`config.mk`:
```
export PLATFORM = sky130hd
export DESIGN_NAME = uart_tx_fifo
export DESIGN_NICKNAME = d
export VERILOG_FILES = /design/src/rtl/uart_tx_fifo.sv
export SDC_FILE = /design/constraint.sdc
export NUM_CORES = 1
export LEC_CHECK = 0
export ABC_CLOCK_PERIOD_IN_PS = 3300
export BUFFER_PORTS_ARGS = -buffer_cell sky130_fd_sc_hd__buf_4
export CAP_MARGIN = 20
export CORE_ASPECT_RATIO = 1.25
export CORE_MARGIN = 1
export CORE_UTILIZATION = 25
export CTS_CLUSTER_SIZE = 14
export DETAILED_ROUTE_END_ITERATION = 8
export PLACE_DENSITY = 0.37
export SLEW_MARGIN = 20
export SYNTH_ARGS = -nofsm -noshare
export SYNTH_HDL_FRONTEND = slang
export SYNTH_SLANG_ARGS = --single-unit
```
`constraint.sdc`:
```
create_clock -name clk -period 3.3 [get_ports clk]
set_input_delay 0.165 -clock clk [delete_from_list [all_inputs] [get_ports clk]]
set_output_delay 0.165 -clock clk [all_outputs]
set_load 0.01 [all_outputs]
```
`src/rtl/uart_tx_fifo.sv`:
```
// Buffered 8N1 UART transmitter: a FIFO of 2**FIFO_AW bytes feeds a serialiser. Writes are dropped while full.
// A byte written into an idle block is popped on the next edge. Back-to-back frames follow with no idle gap.
module uart_tx_fifo #(
  parameter int CLKS_PER_BIT = 434,
  parameter int FIFO_AW      = 3
) (
  input  logic               clk,
  input  logic               rst,
  input  logic               tx_wr,
  input  logic [7:0]         tx_wdata,
  output logic               tbr_valid,
  input  logic               clr_ovrflw,
  output logic               tx_overflow,
  output logic [FIFO_AW:0]   fifo_count,
  output logic               tx_busy,
  output logic               txd
);

  localparam int DEPTH = 1 << FIFO_AW;
  localparam logic [FIFO_AW:0] FULL_COUNT = (FIFO_AW+1)'(DEPTH);
  localparam logic [15:0] BAUD_LAST = 16'(CLKS_PER_BIT - 1);

  localparam logic [1:0] IDLE  = 2'd0;
  localparam logic [1:0] START = 2'd1;
  localparam logic [1:0] DATA  = 2'd2;
  localparam logic [1:0] STOP  = 2'd3;

  logic [7:0]         mem [DEPTH];
  logic [FIFO_AW-1:0] wr_ptr;
  logic [FIFO_AW-1:0] rd_ptr;
  logic [FIFO_AW:0]   count;
  logic [1:0]         state;
  logic [15:0]        baud_cnt;
  logic [2:0]         bit_idx;
  logic [7:0]         shift;
  logic               bit_end;
  logic               push;
  logic               pop;

  assign bit_end     = (baud_cnt == BAUD_LAST);
  assign tbr_valid   = (count != FULL_COUNT);
  assign push        = tx_wr & tbr_valid;
  // The serialiser only pulls a byte when idle or at the last cycle of a stop bit.
  assign pop         = (count != '0) && ((state == IDLE) || ((state == STOP) && bit_end));
  assign fifo_count  = count;
  assign tx_busy     = (state != IDLE);

  always_ff @(posedge clk) begin
    if (push) mem[wr_ptr] <= tx_wdata;
  end

  always_ff @(posedge clk) begin
    if (rst) begin
      wr_ptr      <= '0;
      rd_ptr      <= '0;
      count       <= '0;
      tx_overflow <= 1'b0;
    end else begin
      if (push) wr_ptr <= wr_ptr + 1'b1;
      if (pop)  rd_ptr <= rd_ptr + 1'b1;
      case ({push, pop})
        2'b10:   count <= count + 1'b1;
        2'b01:   count <= count - 1'b1;
        default: count <= count;
      endcase
      // A dropped write outranks a same-cycle clear.
      if (tx_wr && !tbr_valid) tx_overflow <= 1'b1;
      else if (clr_ovrflw)     tx_overflow <= 1'b0;
    end
  end

  always_ff @(posedge clk) begin
    if (rst) begin
      state    <= IDLE;
      baud_cnt <= '0;
      bit_idx  <= '0;
      shift    <= '0;
      txd      <= 1'b1;
    end else begin
      case (state)
        IDLE: begin
          if (pop) begin
            shift    <= mem[rd_ptr];
            baud_cnt <= '0;
            txd      <= 1'b0;
            state    <= START;
          end
        end
        START: begin
          if (bit_end) begin
            baud_cnt <= '0;
            bit_idx  <= '0;
            txd      <= shift[0];
            state    <= DATA;
          end else begin
            baud_cnt <= baud_cnt + 16'd1;
          end
        end
        DATA: begin
          if (bit_end) begin
            baud_cnt <= '0;
            if (bit_idx == 3'd7) begin
              txd   <= 1'b1;
              state <= STOP;
            end else begin
              shift   <= shift >> 1;
              txd     <= shift[1];
              bit_idx <= bit_idx + 3'd1;
            end
          end else begin
            baud_cnt <= baud_cnt + 16'd1;
          end
        end
        STOP: begin
          if (bit_end) begin
            baud_cnt <= '0;
            if (pop) begin
              shift <= mem[rd_ptr];
              txd   <= 1'b0;
              state <= START;
            end else begin
              state <= IDLE;
            end
          end else begin
            baud_cnt <= baud_cnt + 16'd1;
          end
        end
        default: begin
          state <= IDLE;
          txd   <= 1'b1;
        end
      endcase
    end
  end

endmodule
```
==> report_table.html <==
<table>
<tr><th>Metric</th><th>Value</th></tr>
<tr><th colspan="2">Status</th></tr>
<tr><td>Run status</td><td>completed</td></tr>
<tr><th colspan="2">Logic synthesis</th></tr>
<tr><td>Proportion of synthesized chip area in sequential cells</td><td>a little under three fifths</td></tr>
<tr><td>Flip-flop cell with the highest count after synthesis</td><td>sky130_fd_sc_hd__edfxtp_1</td></tr>
<tr><td>Fraction of the mapped netlist area in simple logic gates</td><td>around 15%</td></tr>
<tr><td>Syn Inst Count</td><td>409</td></tr>
<tr><td>Synthesized-area fraction occupied by ao, oa, aoi and oai cells</td><td>under 10%</td></tr>
<tr><td>Mapped Avg Cell Area</td><td>12.3 µm²</td></tr>
<tr><td>Mapped Nets</td><td>about 440</td></tr>
<tr><td>Post-synthesis async set-or-reset flop share</td><td>0%</td></tr>
<tr><td>Mux contribution to synthesized area</td><td>11.8%</td></tr>
<tr><td>Number of different library cells in the post-synthesis netlist</td><td>64</td></tr>
<tr><td>Synthesized-area fraction occupied by adder cells</td><td>3.49%</td></tr>
<tr><td>YS warnings</td><td>0</td></tr>
<tr><td>Dominant combinational cell family by area after synthesis</td><td>simple AND/OR/NAND/NOR gates</td></tr>
<tr><td>XOR/XNOR Fraction of Synth Area</td><td>0.872%</td></tr>
<tr><td>Ranking of synthesized cells by area</td><td>sky130_fd_sc_hd__edfxtp_1 38%, sky130_fd_sc_hd__dfxtp_1 18%, sky130_fd_sc_hd__mux4_2 7.2%, sky130_fd_sc_hd__ha_1 3.5%, sky130_fd_sc_hd__nor2_1 2.9%</td></tr>
<tr><td>Share of Yosys cell area claimed by the top area cell type</td><td>38.3%</td></tr>
<tr><td>Area leader, netlist</td><td>sky130_fd_sc_hd__edfxtp_1</td></tr>
<tr><td>Number of flops mapped to enable cells by yosys</td><td>64</td></tr>
<tr><td>Synthesis-stage register bit count</td><td>108</td></tr>
<tr><td>Syn Std Cell Area</td><td>5020 µm²</td></tr>
<tr><th colspan="2">Power and ir drop</th></tr>
<tr><td>Power share of the clock group</td><td>26.7%</td></tr>
<tr><td>Net switching power</td><td>1510 µW</td></tr>
<tr><td>Combinational power share</td><td>approximately 34%</td></tr>
<tr><td>Part of the power in registers</td><td>approximately 40%</td></tr>
<tr><td>P_leak</td><td>0.00198 µW</td></tr>
<tr><td>Total power consumption of the routed design</td><td>around 4300 µW</td></tr>
<tr><td>Switching power as a share of total power</td><td>34.9%</td></tr>
<tr><td>PwrDens</td><td>752 nW/µm²</td></tr>
<tr><td>Worst voltage drop across the vdd grid</td><td>around 0.25 mV</td></tr>
<tr><td>Internal power</td><td>between 2000 and 3000 µW</td></tr>
<tr><th colspan="2">STA</th></tr>
<tr><td>Worst Tran Pin Value</td><td>847 ps</td></tr>
<tr><td>Setup ws final</td><td>433 ps</td></tr>
<tr><td>Crit path time final</td><td>2870 ps</td></tr>
<tr><td>Share of the clock period used by the worst path</td><td>86.9%</td></tr>
<tr><td>Max Slew Vio Count</td><td>0</td></tr>
<tr><td>Achievable frequency</td><td>0.349 GHz</td></tr>
<tr><td>RSZ-0062 raised after global routing</td><td>no</td></tr>
<tr><td>Max-slew headroom at the worst pin</td><td>43.5%</td></tr>
<tr><td>Setup violators final</td><td>0</td></tr>
<tr><td>Final hold violation count</td><td>0</td></tr>
<tr><td>Worst-case clock skew</td><td>12.2 ps</td></tr>
<tr><td>Setup TNS after final layout</td><td>0 ps</td></tr>
<tr><th colspan="2">Critical path</th></tr>
<tr><td>Worst Setup Start Kind</td><td>register</td></tr>
<tr><td>Top fanout value on the critical path</td><td>10</td></tr>
<tr><td>Kind of critical path</td><td>reg -&gt; reg</td></tr>
<tr><td>Worst endpoint data arrival time</td><td>3090 ps</td></tr>
<tr><td>Required time of the worst setup path</td><td>3520 ps</td></tr>
<tr><td>Nature of the critical path endpoint</td><td>register</td></tr>
<tr><th colspan="2">CTS</th></tr>
<tr><td>Post-CTS Hold Fix Bufs</td><td>0</td></tr>
<tr><td>Clock-pin slew on the worst setup and hold paths</td><td>80 ps</td></tr>
<tr><td>CTS tree</td><td>built</td></tr>
<tr><td>Post-cts gate resize count</td><td>0</td></tr>
<tr><td>Maximum level of the CTS H-tree</td><td>3</td></tr>
<tr><td>Inserted Clock Buffers</td><td>9</td></tr>
<tr><td>Post-CTS Setup Repair Bufs</td><td>0</td></tr>
<tr><td>Clock Sinks</td><td>roughly 110</td></tr>
<tr><td>Insertion delay of the later-clocked pin in the worst-skew pair</td><td>360 ps</td></tr>
<tr><td>Clock tree root buffer cell</td><td>sky130_fd_sc_hd__clkbuf_16</td></tr>
<tr><td>Clock Tree Buf Depth</td><td>2</td></tr>
<tr><th colspan="2">Final layout</th></tr>
<tr><td>Area of the multi-input gates</td><td>2040 µm²</td></tr>
<tr><td>Fin util</td><td>just under 30%</td></tr>
<tr><td>Diode count</td><td>0</td></tr>
<tr><td>Layout Area Growth over Synthesis</td><td>14.7%</td></tr>
<tr><td>Layout cell share with drive strength beyond 1</td><td>20.2%</td></tr>
<tr><td>Commonest non-fill, non-tap cells in the layout</td><td>64 x sky130_fd_sc_hd__edfxtp_1, 44 x sky130_fd_sc_hd__dfxtp_1, 39 x sky130_fd_sc_hd__nor2_1</td></tr>
<tr><td>Final cell count without fillers</td><td>just under 700</td></tr>
<tr><td>Register area</td><td>approximately 2800 µm²</td></tr>
<tr><td>Leading cell type in the layout, fill and taps excluded</td><td>sky130_fd_sc_hd__edfxtp_1</td></tr>
<tr><td>Count of filler cells inserted in the layout</td><td>2063</td></tr>
<tr><td>Net total in the final layout</td><td>452</td></tr>
<tr><th colspan="2">Detailed routing</th></tr>
<tr><td>Via count of the routed design</td><td>3210</td></tr>
<tr><td>Pre-Repair DR Iteration Count</td><td>4</td></tr>
<tr><td>DRT iter0 DRCs</td><td>between 150 and 200</td></tr>
<tr><td>Total Wirelength</td><td>11100 µm</td></tr>
<tr><td>DRC violations left</td><td>0</td></tr>
<tr><td>Count of antenna-violating nets left after detailed routing</td><td>0</td></tr>
<tr><td>Average via count per standard cell</td><td>4.61</td></tr>
<tr><td>DR WL/cell</td><td>about 16 µm</td></tr>
<tr><th colspan="2">GRT</th></tr>
<tr><td>GRT Residual Overflow</td><td>0</td></tr>
<tr><td>Number of antenna violations at the first check in global routing</td><td>0</td></tr>
<tr><td>Largest net degree at the start of global routing</td><td>60</td></tr>
<tr><td>Wire length of the first global-routing pass</td><td>18000 µm</td></tr>
<tr><td>Vias in the first global route</td><td>between 3000 and 4000</td></tr>
<tr><td>Total routing resource utilization after global routing</td><td>11.6%</td></tr>
<tr><th colspan="2">Floorplanning</th></tr>
<tr><td>Core area</td><td>19500 µm²</td></tr>
<tr><td>Count of standard-cell rows</td><td>57</td></tr>
<tr><td>Horizontal extent of the die</td><td>129 µm</td></tr>
<tr><td>Die height</td><td>160 µm</td></tr>
<tr><td>Starting Density</td><td>25.7%</td></tr>
<tr><td>Die area</td><td>20700 µm²</td></tr>
<tr><td>Count of boundary I/O pins</td><td>20</td></tr>
<tr><th colspan="2">Place</th></tr>
<tr><td>Placed wire-length estimate</td><td>7110 µm</td></tr>
<tr><td>Final GP Congestion</td><td>0.713</td></tr>
<tr><td>Post-placement worst setup slack</td><td>484 ps</td></tr>
<tr><td>PortBufs</td><td>19</td></tr>
<tr><td>Placed insts</td><td>680</td></tr>
<tr><th colspan="2">Worst hold path</th></tr>
<tr><td>Min-Delay Path Class</td><td>in -&gt; reg</td></tr>
<tr><th colspan="2">Flow run</th></tr>
<tr><td>Number of violations of the max-capacitance limit</td><td>0</td></tr>
</table>
## stage by stage
| stage | hold slack (ps) | area [µm²] |
|---|---|---|
| 2_1_floorplan | 264 | 5020 |
| 3_3_place_gp | 402 | 5450 |
| 3_5_place_dp | 404 | 5450 |
| 4_1_cts | 24.7 | 5760 |
| 5_1_grt | 32.3 | 5760 |
| 6_report | 34.0 | 5760 |
## cell type report
cell class | instances | area share (%)
sequential | 108 | 48.7
multi-input combinational | 263 | 35.3
tap | 265 | 5.76
clock buffer | 9 | 3.91
timing repair buffer | 30 | 3.91
clock inverter | 7 | 1.48
inverter | 14 | 0.934
## power groups by stage
stage / combinational [µW] / sequential [µW] / clock, µW
floorplan: 1140 / 1700 / 0
global placement: 1500 / 1750 / 0
finish: 1450 / 1720 / 1160
CTS: 1490 / 1720 / 1190
detailed placement: 1480 / 1750 / 0
global route: 1640 / 1740 / 1250
## worst max-delay path, cell delays in order, from the launching register on
cell	delay [ps]
sky130_fd_sc_hd__dfxtp_1	410
sky130_fd_sc_hd__or4b_4	580
sky130_fd_sc_hd__and2_1	280
sky130_fd_sc_hd__clkinv_2	170
sky130_fd_sc_hd__ha_1	300
sky130_fd_sc_hd__or2_2	350
sky130_fd_sc_hd__nand2b_1	170
sky130_fd_sc_hd__nor4_2	210
sky130_fd_sc_hd__o21ai_0	110
sky130_fd_sc_hd__nor3b_2	160
## per-layer routing
layer  vias to the layer above  share of wire (%)  GRT usage, %
li1                       1568                  -             -
met1                      1574                 44          13.7
met2                        51                 52          20.5
met3                        17                2.4          1.73
met4                         0                2.2          5.24
met5                         -                  0             0
## sequential cells by signal (all words and copies together), names as in the netlist, named ones only
| signal | cells |
|---|---|
| baud_cnt | 16 |
| rd_ptr | 3 |
| wr_ptr | 3 |
| shift | 8 |
| txd | 1 |
| bit_idx | 3 |
| mem | 64 |
| state | 2 |
| fifo_count | 4 |
| tx_overflow | 1 |
## kinds of logic (layout without fill, tap and decap cells)
family / count (synthesis) / in the layout
muxes: 38 / 38
adders and majority gates: 14 / 14
DFF: 108 / 108
buffers and inverters: 38 / 60
xor gates and xnor gates: 5 / 5
AOI/OAI and AO/OA: 75 / 75
and+or+nand+nor: 131 / 131
## cells in the mapped netlist (7+ instances only)
| master | count |
|---|---|
| sky130_fd_sc_hd__a21oi_1 | 25 |
| sky130_fd_sc_hd__buf_2 | 8 |
| sky130_fd_sc_hd__clkbuf_1 | 9 |
| sky130_fd_sc_hd__dfxtp_1 | 44 |
| sky130_fd_sc_hd__edfxtp_1 | 64 |
| sky130_fd_sc_hd__ha_1 | 14 |
| sky130_fd_sc_hd__inv_1 | 13 |
| sky130_fd_sc_hd__mux2_2 | 7 |
| sky130_fd_sc_hd__mux2i_1 | 14 |
| sky130_fd_sc_hd__mux4_2 | 16 |
| sky130_fd_sc_hd__nand2_1 | 17 |
| sky130_fd_sc_hd__nand2b_1 | 12 |
| sky130_fd_sc_hd__nand3_1 | 8 |
| sky130_fd_sc_hd__nor2_1 | 39 |
| sky130_fd_sc_hd__nor3_1 | 9 |
| sky130_fd_sc_hd__o21ai_0 | 11 |
| sky130_fd_sc_hd__o21ai_1 | 12 |
## path summary, 6_finish.rpt
path                                                 start                          to  slack (ps)  depth (start not counted)
worst max register to register  fifo_count[2]$_SDFFE_PP0P_  fifo_count[3]$_SDFFE_PP0P_         430                          9
worst min-delay path                           tx_wdata[7]         mem[1][7]$_DFFE_PP_          30                          1
worst max-delay path            fifo_count[2]$_SDFFE_PP0P_  fifo_count[3]$_SDFFE_PP0P_         430                          9
worst min register to register       shift[4]$_SDFFE_PP0P_       shift[4]$_SDFFE_PP0P_         480                          2
Note: power is estimated with default switching activity, not from simulation.
